--- src/rtl/mem_dump_reader_pkg.sv ---
// Shared debug-unit definitions. The memory and the dump reader both pick up
// their default widths here, so the two sides cannot disagree.
package mem_dump_reader_pkg;

    localparam int NB_BYTE      = 8;
    localparam int NB_WIDTH_DEF = 32;
    localparam int NB_ADDR_DEF  = 9;
    localparam int NB_CNT_DEF   = 8;

    // Dump FSM encoding
    localparam logic [1:0] ST_IDLE  = 2'd0;
    localparam logic [1:0] ST_FETCH = 2'd1;
    localparam logic [1:0] ST_SEND  = 2'd2;
    localparam logic [1:0] ST_DONE  = 2'd3;

    function automatic int bytes_per_word(input int nb_width);
        return nb_width / NB_BYTE;
    endfunction

endpackage

--- src/rtl/mem_dump_reader_serializer.sv ---
// Holds one memory word and hands it out a byte at a time, MSB byte first,
// over a valid/ready interface. The word is shifted left on each accepted
// byte, so the byte on offer is always the top byte of the register.
module mem_dump_reader_serializer
    import mem_dump_reader_pkg::*;
#(
    parameter int NB_WIDTH = NB_WIDTH_DEF
) (
    input  logic                i_clk,
    input  logic                i_reset,
    input  logic                load,
    input  logic [NB_WIDTH-1:0] word_in,
    input  logic                tx_ready,
    output logic [NB_BYTE-1:0]  tx_data,
    output logic                tx_valid,
    output logic                last_accept
);

    localparam int NB_WB  = bytes_per_word(NB_WIDTH);
    localparam int NB_IDX = (NB_WB > 1) ? $clog2(NB_WB) : 1;
    localparam logic [NB_IDX-1:0] LAST_IDX = NB_IDX'(NB_WB - 1);

    logic [NB_WIDTH-1:0] word_q;
    logic [NB_IDX-1:0]   byte_idx;
    logic                valid_q;
    logic                accept;

    assign accept      = valid_q & tx_ready;
    assign last_accept = accept & (byte_idx == LAST_IDX);
    assign tx_data     = word_q[NB_WIDTH-1 -: NB_BYTE];
    assign tx_valid    = valid_q;

    // Capture the word on load, then advance one byte per accepted transfer
    always_ff @(posedge i_clk) begin
        if (!i_reset) begin
            word_q   <= '0;
            byte_idx <= '0;
            valid_q  <= 1'b0;
        end else if (load) begin
            word_q   <= word_in;
            byte_idx <= '0;
            valid_q  <= 1'b1;
        end else if (accept) begin
            if (byte_idx == LAST_IDX) begin
                valid_q <= 1'b0;
            end else begin
                word_q   <= word_q << NB_BYTE;
                byte_idx <= byte_idx + 1'b1;
            end
        end
    end

endmodule

--- src/rtl/mem_dump_reader.sv ---
// Debug-unit memory dump: walks a word range of data memory through the
// debug read port and streams every word out MSB byte first toward the UART.
//
//  state | meaning
//  IDLE  | waiting for i_start
//  FETCH | o_dunit_addr is on the read port, word captured at end of cycle
//  SEND  | bytes of the captured word offered to the transmitter
//  DONE  | one-cycle o_done pulse, then back to IDLE
module mem_dump_reader
    import mem_dump_reader_pkg::*;
#(
    parameter int NB_WIDTH = NB_WIDTH_DEF,
    parameter int NB_ADDR  = NB_ADDR_DEF,
    parameter int NB_CNT   = NB_CNT_DEF
) (
    input  logic                i_clk,
    input  logic                i_reset,
    input  logic                i_start,
    input  logic [NB_ADDR-1:0]  i_base_addr,
    input  logic [NB_CNT-1:0]   i_word_count,
    output logic [NB_ADDR-1:0]  o_dunit_addr,
    input  logic [NB_WIDTH-1:0] i_dunit_data,
    output logic [7:0]          o_tx_data,
    output logic                o_tx_valid,
    input  logic                i_tx_ready,
    output logic                o_busy,
    output logic                o_done
);

    localparam int NB_WB = bytes_per_word(NB_WIDTH);

    logic [1:0]         state;
    logic [NB_ADDR-1:0] addr_q;
    logic [NB_CNT-1:0]  left_q;
    logic               last_accept;

    assign o_dunit_addr = addr_q;
    assign o_busy       = (state != ST_IDLE);
    assign o_done       = (state == ST_DONE);

    mem_dump_reader_serializer #(
        .NB_WIDTH (NB_WIDTH)
    ) u_serializer (
        .i_clk       (i_clk),
        .i_reset     (i_reset),
        .load        (state == ST_FETCH),
        .word_in     (i_dunit_data),
        .tx_ready    (i_tx_ready),
        .tx_data     (o_tx_data),
        .tx_valid    (o_tx_valid),
        .last_accept (last_accept)
    );

    // Sequencing: address walk (wraps modulo memory size) and words-left down-counter
    always_ff @(posedge i_clk) begin
        if (!i_reset) begin
            state  <= ST_IDLE;
            addr_q <= '0;
            left_q <= '0;
        end else begin
            case (state)
                ST_IDLE: begin
                    if (i_start) begin
                        addr_q <= i_base_addr;
                        left_q <= i_word_count;
                        state  <= (i_word_count != '0) ? ST_FETCH : ST_DONE;
                    end
                end
                ST_FETCH: state <= ST_SEND;
                ST_SEND: begin
                    if (last_accept) begin
                        left_q <= left_q - NB_CNT'(1);
                        if (left_q == NB_CNT'(1)) begin
                            state <= ST_DONE;
                        end else begin
                            addr_q <= addr_q + NB_ADDR'(NB_WB);
                            state  <= ST_FETCH;
                        end
                    end
                end
                ST_DONE: state <= ST_IDLE;
                default: state <= ST_IDLE;
            endcase
        end
    end

endmodule

--- config.mk ---
export PLATFORM = sky130hd
export DESIGN_NAME = mem_dump_reader
export DESIGN_NICKNAME = d
export VERILOG_FILES = /design/src/rtl/mem_dump_reader_pkg.sv /design/src/rtl/mem_dump_reader_serializer.sv /design/src/rtl/mem_dump_reader.sv
export SDC_FILE = /design/constraint.sdc
export NUM_CORES = 1
export LEC_CHECK = 0
export BUFFER_PORTS_ARGS = -buffer_cell sky130_fd_sc_hd__buf_2
export CAP_MARGIN = 20
export CORE_AREA = 3 3 83 85
export DETAILED_ROUTE_END_ITERATION = 7
export DIE_AREA = 0 0 86 88
export GPL_TIMING_DRIVEN = 0
export PLACE_DENSITY = 0.64
export SLEW_MARGIN = 20
export SYNTH_ARGS = -nofsm -noshare
export SYNTH_HDL_FRONTEND = slang
export SYNTH_SLANG_ARGS = --single-unit
--- constraint.sdc ---
create_clock -name i_clk -period 2.2 [get_ports i_clk]
set_input_delay 0.66 -clock i_clk [delete_from_list [all_inputs] [get_ports i_clk]]
set_output_delay 0.66 -clock i_clk [all_outputs]
set_load 0.05 [all_outputs]
# Word level (Yosys, flattened, before mapping)
# Index checks and enable logic that the tools add are counted.
dict set report classes {
  n_addsub 3
  n_eq_ne 9
  n_mux 18
  bitwise 4
  n_reduce_logical 13
}
# operator n
set ops {}
lappend ops {{32-bit two-way mux} 3}
lappend ops {{9-bit two-way mux} 3}
lappend ops {{9-bit case mux with 2 select lines} 1}
lappend ops {{8-bit two-way mux} 2}
lappend ops {{8-bit case mux with 2 select lines} 1}
lappend ops {{9-bit by 3-bit adder with 9-bit output (second input constant)} 1}
lappend ops {{8-bit by 1-bit == test with 1-bit output (second input constant)} 1}
lappend ops {{2-bit two-way mux} 4}
lappend ops {{2-bit case mux with 4 select lines} 1}
lappend ops {{2-bit AND reduction} 4}
lappend ops {{2-bit nonzero test} 4}
lappend ops {{8-bit nonzero test} 1}
lappend ops {{8-bit by 1-bit subtractor with 8-bit output (second input constant)} 1}
lappend ops {{2-bit == test (second input constant)} 3}
lappend ops {{2-bit inequality test (second input constant)} 3}
lappend ops {{4-bit AND reduction} 1}
lappend ops {{1-bit two-way mux} 3}
lappend ops {{3-bit AND reduction} 1}
lappend ops {{2-bit by 1-bit adder with 2-bit output (second input constant)} 1}
lappend ops {{1-bit bitwise AND} 2}
lappend ops {{2-bit by 1-bit == test with 1-bit output (second input constant)} 1}
lappend ops {{2-bit logical NOT} 1}
lappend ops {{2-bit by 1-bit inequality test with 1-bit output (second input constant)} 1}
lappend ops {{1-bit inverter} 2}
lappend ops {{2-bit OR reduction} 1}
dict set report totals {
  regBits 54
  input_bits 53
}

# Longest topological paths before layout
# Gate-level depths: netlist of the first run.
dict set report logic_depth {
  word_depth 4
  mapped_depth 6
  mapped_depth_nobuf 6
}

# Hierarchy
# Synthesis of the first run repeated with hierarchy kept, for this count alone.
dict set report unflattened {
  hier_cells 345
  hier_area_um2 2737.6
}
# module instances cells_per_inst area_per_inst_um2 seq_area_each_um2
set by_module_without_submodules {}
lappend by_module_without_submodules {mem_dump_reader_serializer 1 193 1560.2 700.7}
lappend by_module_without_submodules {mem_dump_reader 1 152 1177.4 380.4}

# Least setup slack after synthesis of the first run
# No wires, ideal clock.
dict set report synth_timing {
  kind {register to register}
  start {reg addr_q[2] (netlist: o_dunit_addr[2])}
  end {reg addr_q[7] (netlist: o_dunit_addr[7])}
  setup_time_ps 67
  t_arrival_ps 1769
  required_ps 2133
  slack_ps 364
  stages_incl_launch_ff 5
  path_buffers 0
  synth_period_minus_slack_ps 1836
  path_cell_list {dfxtp_1 -> nand3_1 -> or4_1 -> a211o_1 -> a21oi_2}
}
dict set report synth_between {
  elab_chain_len 4
}
# item line_no
set synth_lines {}
lappend synth_lines {{from (decl)} mem_dump_reader.sv:33} ;# logic [NB_ADDR-1:0] addr_q;
lappend synth_lines {{from (signal assigned)} mem_dump_reader.sv:64} ;# addr_q <= i_base_addr;
lappend synth_lines {{from (signal assigned)} mem_dump_reader.sv:76} ;# addr_q <= addr_q + NB_ADDR'(NB_WB);
lappend synth_lines {{9-bit by 3-bit adder with 9-bit output} mem_dump_reader.sv:76}
lappend synth_lines {{9-bit two-way mux} mem_dump_reader.sv:73} ;# if (left_q == NB_CNT'(1)) begin
lappend synth_lines {{9-bit two-way mux} mem_dump_reader.sv:71} ;# if (last_accept) begin
lappend synth_lines {{9-bit case mux with 2 select lines} mem_dump_reader.sv:61} ;# case (state)
# Every way passes these cells. The select of a mux whose other input is x is not followed.
# A chain may end at the register's enable or synchronous reset.

# Worst setup path in the final report of the first run
dict set report layout_timing {
  start {reg state[1]}
  end {out o_busy}
}
dict set report layout_between {
  elab_chain_len 1
}
# item line_no
set layout_lines {}
lappend layout_lines {{from (decl)} mem_dump_reader.sv:32} ;# logic [1:0] state;
lappend layout_lines {{from (signal assigned)} mem_dump_reader.sv:66} ;# state <= (i_word_count != '0) ? ST_FETCH : ST_DONE;
lappend layout_lines {{2-bit nonzero test} mem_dump_reader.sv:38} ;# assign o_busy = (state != ST_IDLE);
lappend layout_lines {{to (decl)} mem_dump_reader.sv:26} ;# output logic o_busy,
# Every way passes these cells.

==> results of run 1 <==
## cells in the final DEF (no fill, tap or decap), types with 2 or more instances in the layout
| master | n |
|---|---|
| ha_1 | 4 |
| o31a_1 | 2 |
| or2_2 | 2 |
| nand3_1 | 13 |
| o41ai_1 | 2 |
| nand2_1 | 25 |
| o21ai_0 | 6 |
| nor3_1 | 8 |
| nand3b_1 | 2 |
| buf_2 | 76 |
| a21oi_1 | 19 |
| mux2i_1 | 25 |
| dfxtp_1 | 54 |
| o32ai_1 | 5 |
| o221a_2 | 4 |
| clkbuf_8 | 5 |
| inv_1 | 4 |
| and2_1 | 2 |
| buf_4 | 8 |
| nand2b_1 | 3 |
| a31oi_1 | 2 |
| buf_1 | 2 |
| and3_1 | 5 |
| a211oi_1 | 29 |
| clkbuf_1 | 15 |
| nor2_1 | 43 |
| nor3b_1 | 2 |
| inv_6 | 2 |
## metrics by stage
stage	total power [mW]	cells	setup slack [ps]	instance area (um^2)	hold WS, ps
final	2.35	469	116	3250	459
after global routing	2.46	469	3.27	3250	499
after CTS	2.36	469	105	3250	463
after detailed placement	1.66	462	175	3140	449
after global placement	1.65	462	202	3140	442
after floorplan	1.50	313	364	2680	447
## worst max-delay path, stage by stage, from the launching register on
cell and delay [ps]:
dfxtp_1 590, nor2_1 190, inv_1 80, buf_2 250
## cell type report
cell class / instances / share of cell area
repair buffers: 72 / 0.111
flip-flops and latches: 54 / 0.333
multi-input cells: 223 / 0.437
plain buffers: 30 / 0.0477
clock buffers: 5 / 0.0212
well taps: 77 / 0.0296
inverters: 5 / 0.00578
clock inverters: 3 / 0.0146
## report_power, final
group	leakage, nW	switching (mW)	total [mW]	internal [mW]
Clock	0.0591	0.362	0.710	0.348
Combinational	1.02	0.324	0.524	0.200
Sequential	0.443	0.0579	1.11	1.05
## final timing paths
kind / slack (ps) / start / depth (start not counted) / end
worst max-delay path: 120 / state[1] / 3 / o_busy
worst min register to register: 460 / o_dunit_addr[0] / 2 / o_dunit_addr[0]
worst min-delay path: 460 / o_dunit_addr[0] / 2 / o_dunit_addr[0]
worst max register to register: 180 / left_q[1] / 6 / o_dunit_addr[2]
## registers in the layout, indices dropped and copies added, names as in the netlist
signal                 cells
u_serializer.byte_idx      2
u_serializer.tx_valid      1
left_q                     8
u_serializer.word_q       32
state                      2
o_dunit_addr               9
## layer usage
| layer | GRT usage | vias up | part of all wire |
|---|---|---|---|
| met1 | 0.236 | 1175 | 0.46 |
| met4 | 0.0331 | 0 | 0.0071 |
| met2 | 0.337 | 72 | 0.48 |
| li1 | - | 1275 | - |
| met3 | 0.0395 | 6 | 0.054 |
| met5 | 0 | - | 0 |
## cells by family (layout without fill, tap and decap cells)
family	count (synthesis)	in the layout	share of synthesized area
XOR/XNOR	1	1	0.00327
buffers and inverters	36	115	0.0663
AO/OA/AOI/OAI	77	77	0.203
flip-flops	54	54	0.403
AND/OR/NAND/NOR	115	115	0.208
multiplexers	26	26	0.0976
adder cells (fa/ha/maj)	4	4	0.0187
==> impl_metrics.ini, run 1 <==
[pwr]
p_leak_nw = 1.52
ir_drop_uv = 378
powerDensity_nw_per_um2 = 722

[layout]
multi_input_area_um2 = 1420
fin_util = 0.518
antennaDiodeCount = 0
drive_gt1_frac = 0.268
area_delta_synth_final_pct = 21.2
nNetsFinal = 448
regArea_um2 = 1080
fill_cells = 643

[routing]
routed_wl_mm = 6.86
antenna_left = 0
vias_per_cell = 5.39
first_pass_iters = 4
drt_iter0_drc = 121
dr_total_vias = 2528
drc = 0
wl_per_cell_um = 14.6

[critical_path]
cp.arrival_ps = 1420
required_ps = 1540
cp_max_fo = 14
critPathKind = reg -> out
start_kind = register
endpoint_kind = primary output

[synthesis]
yosys.area.top_type = dfxtp_1
ys_seq_elements = 54
netlist_top_cells_count = dfxtp_1, nor2_1, a211oi_1
synthArstFlopShare = 0
synth_fp_nets = 370
synth.avg_cell_area_um2 = 8.56
synth.most_common_cell = dfxtp_1
netlist_area_um2 = 2680
synth_edf_count = 0
syn-instance-count = 313
synth_top_area_frac = 0.403
synth_flop_cell = dfxtp_1
synth_area_leaders = dfxtp_1, mux2i_1, a211oi_1
synth-seq-area-share = 0.403
yosys_warnings = 0
synth_cell_type_count = 48

[clocking]
cts_resized = 0
post_cts_buffers = 0
path_clk_slew_ps = 100
cts.sinks = 54
clk_latency_ps = 320
htreeDepth = 2
cts_tree = done
cts_hold_buf = 0
clockRootBuffer = clkbuf_8
clock_path_buffers = 2
cts_buffers = 5

[sta]
max_freq_mhz = 480
fin_crit_sh = 0.947
slew_violations = 0
rsz0062_at_grt = false
clock_skew_ps = 13.9
period_needed_ps = 2080
finalHoldViolCount = 0
maxSlewHeadroom = 0.596
final-setup-viol-count = 0
worst_pin_slew_ps = 606
finalSetupTns_ps = 0

[global_routing]
grt_pass1_wl_mm = 11.5
globalRouteOverflowTotal = 0
grt_pass1_vias = 2429
grt_start_max_net_pins = 19
grt_antenna_before_repair = 0
grtUsageTotal = 0.188

[floorplanning]
io_pins = 73
die_w_um = 86
start_util = 0.427
die_y_um = 88
core-area_um2 = 6280
rows = 29
die_area_um2 = 7570

[worst_hold_path]
hold_path_class = reg -> reg

[placed_design]
dpl.hpwl_mm = 5.16
io_buffers = 72
gp_congestion = 0.813

[flow_run]
drv_cap = 0

[outcome]
status = completed
Power figures use the tool's default switching activity.
==> run 2, diff against run 1 <==
==> constraint.sdc (replaced) <==
create_clock -name i_clk -period 2.2 [get_ports i_clk]
set_input_delay 0.33 -clock i_clk [delete_from_list [all_inputs] [get_ports i_clk]]
set_output_delay 0.33 -clock i_clk [all_outputs]
set_load 0.05 [all_outputs]
==> run 2 against run 1 <==
  * Worst hold slack worse by 220 ps
  * Critical path depth increased by 3
  * Global-route usage hardly changed
  * Non-clock buffer count is 1 higher
  * Maximum frequency rose by 4.0%
  * Die area did not move
  * Routed wire length increased by 0.17%
  * Sequential power about the same
==> impl_metrics.ini, run 2 (synthesis results as in run 1) <==
[outcome]
status = completed

[sta]
fin_crit_sh = 0.910
worst_pin_slew_ps = 612
final-setup-viol-count = 0
finalHoldViolCount = 0
slew_violations = 0
clock_skew_ps = 13.8
period_needed_ps = 2000
finalSetupTns_ps = 0
rsz0062_at_grt = false
fin_hold_ws_ps = 236
maxSlewHeadroom = 0.592
max_freq_mhz = 499

[floorplanning]
start_util = 0.427
rows = 29
die_w_um = 86
die_y_um = 88
core-area_um2 = 6280
die_area_um2 = 7570
io_pins = 73

[pwr]
ir_drop_uv = 378
power_mw = 2.35
p_leak_nw = 1.53
powerDensity_nw_per_um2 = 722

[clocking]
clk_latency_ps = 320
cts_buffers = 5
path_clk_slew_ps = 110
cts_hold_buf = 0
cts.sinks = 54
clockRootBuffer = clkbuf_8
clock_path_buffers = 2
htreeDepth = 2
cts_resized = 0
cts_tree = done
post_cts_buffers = 0

[global_routing]
grt_antenna_before_repair = 0
globalRouteOverflowTotal = 0
grt_start_max_net_pins = 19
grt_pass1_vias = 2436
grt_pass1_wl_mm = 11.5
grtUsageTotal = 0.189

[worst_hold_path]
hold-path-cell-count = 3
hold_start = i_dunit_data[6]
hold_path_class = in -> reg
min_to = u_serializer.word_q[6]

[flow_run]
drv_cap = 0

[critical_path]
r2r_start = left_q[1]
slowest_stage = nor4_4
crit_family = simple AND/OR/NAND/NOR gates
r2r-end = o_dunit_addr[2]
endpoint_kind = register
critPathBufInv = 1
cpPeakStageDelay_ps = 550
start_kind = register
cp_max_fo = 9
cp.arrival_ps = 2270
rrSetupSlack_ps = 200
reg2reg_depth = 6
critPathKind = reg -> reg
required_ps = 2470
path_cells = inv_1, ha_1, or3b_4, nor4_4, or2b_4, o221a_2

[layout]
drive_gt1_frac = 0.267
area_delta_synth_final_pct = 21.4
final-instance-count-excl-fill = 470
fill_cells = 643
layout_common_cells = buf_2, dfxtp_1, nor2_1
largest_reg_flops = 32
max_flop_register = u_serializer.word_q
final_common_cell = buf_2
fin_util = 0.518
antennaDiodeCount = 0
nNetsFinal = 449

[routing]
antenna_left = 0
drc = 0
wl_per_cell_um = 14.6
drt_iter0_drc = 109
first_pass_iters = 4
routed_wl_mm = 6.88
vias_per_cell = 5.35
dr_total_vias = 2514

[placed_design]
io_buffers = 72
dpl.hpwl_mm = 5.16
placed_cells_incl_taps = 462
gp_congestion = 0.813
## run 2: cell count changes in the layout (fill, tap and decap cells not counted)
| cell | before | now |
|---|---|---|
| clkbuf_1 | 15 | 16 |
## run 2: routing by layer
| layer | part of all wire | track usage |
|---|---|---|
| met5 | 0 | 0 |
| met4 | 0.0071 | 0.0331 |
| met3 | 0.051 | 0.0395 |
| met2 | 0.47 | 0.338 |
| met1 | 0.47 | 0.236 |
## run 2: how the worst max path moves through the flow
| stage | start | end | depth (start not counted) |
|---|---|---|---|
| after floorplan | o_dunit_addr[2] | o_dunit_addr[7] | 4 |
| after global placement | left_q[1] | o_dunit_addr[2] | 6 |
| after detailed placement | left_q[1] | o_dunit_addr[2] | 6 |
| after CTS | left_q[1] | o_dunit_addr[2] | 6 |
| after global routing | left_q[1] | o_dunit_addr[2] | 6 |
| final | left_q[1] | o_dunit_addr[2] | 6 |
## run 2: cell type report
| cell class | instances | area, um^2 | area share |
|---|---|---|---|
| plain buffers | 31 | 159 | 0.0488 |
| clock buffers | 5 | 68.8 | 0.0212 |
| clock inverters | 3 | 47.5 | 0.0146 |
| inverters | 5 | 18.8 | 0.00577 |
| multi-input cells | 223 | 1420 | 0.437 |
| flip-flops and latches | 54 | 1080 | 0.332 |
| well taps | 77 | 96.3 | 0.0296 |
| repair buffers | 72 | 360 | 0.111 |
## run 2: stage by stage
stage,area (um^2),setup slack (ps)
floorplan,2680,364
CTS,3250,213
detailed placement,3140,234
global placement,3140,254
finish,3250,197
global route,3250,103
## run 2: where the power goes
part / leakage (nW) / switching (mW) / internal (mW)
Sequential: 0.443 / 0.0544 / 1.05
Clock: 0.0591 / 0.363 / 0.348
Combinational: 1.02 / 0.328 / 0.201
Total: 1.53 / 0.746 / 1.60
## run 2: worst reg2reg max path, delay by kind of cell, from the launching register on
kind,cells,cell delay (ps)
buffers and inverters,1,90
DFF,1,330
AOI/OAI and AO/OA,1,180
and+or+nand+nor,3,1210
adders and majority gates,1,150
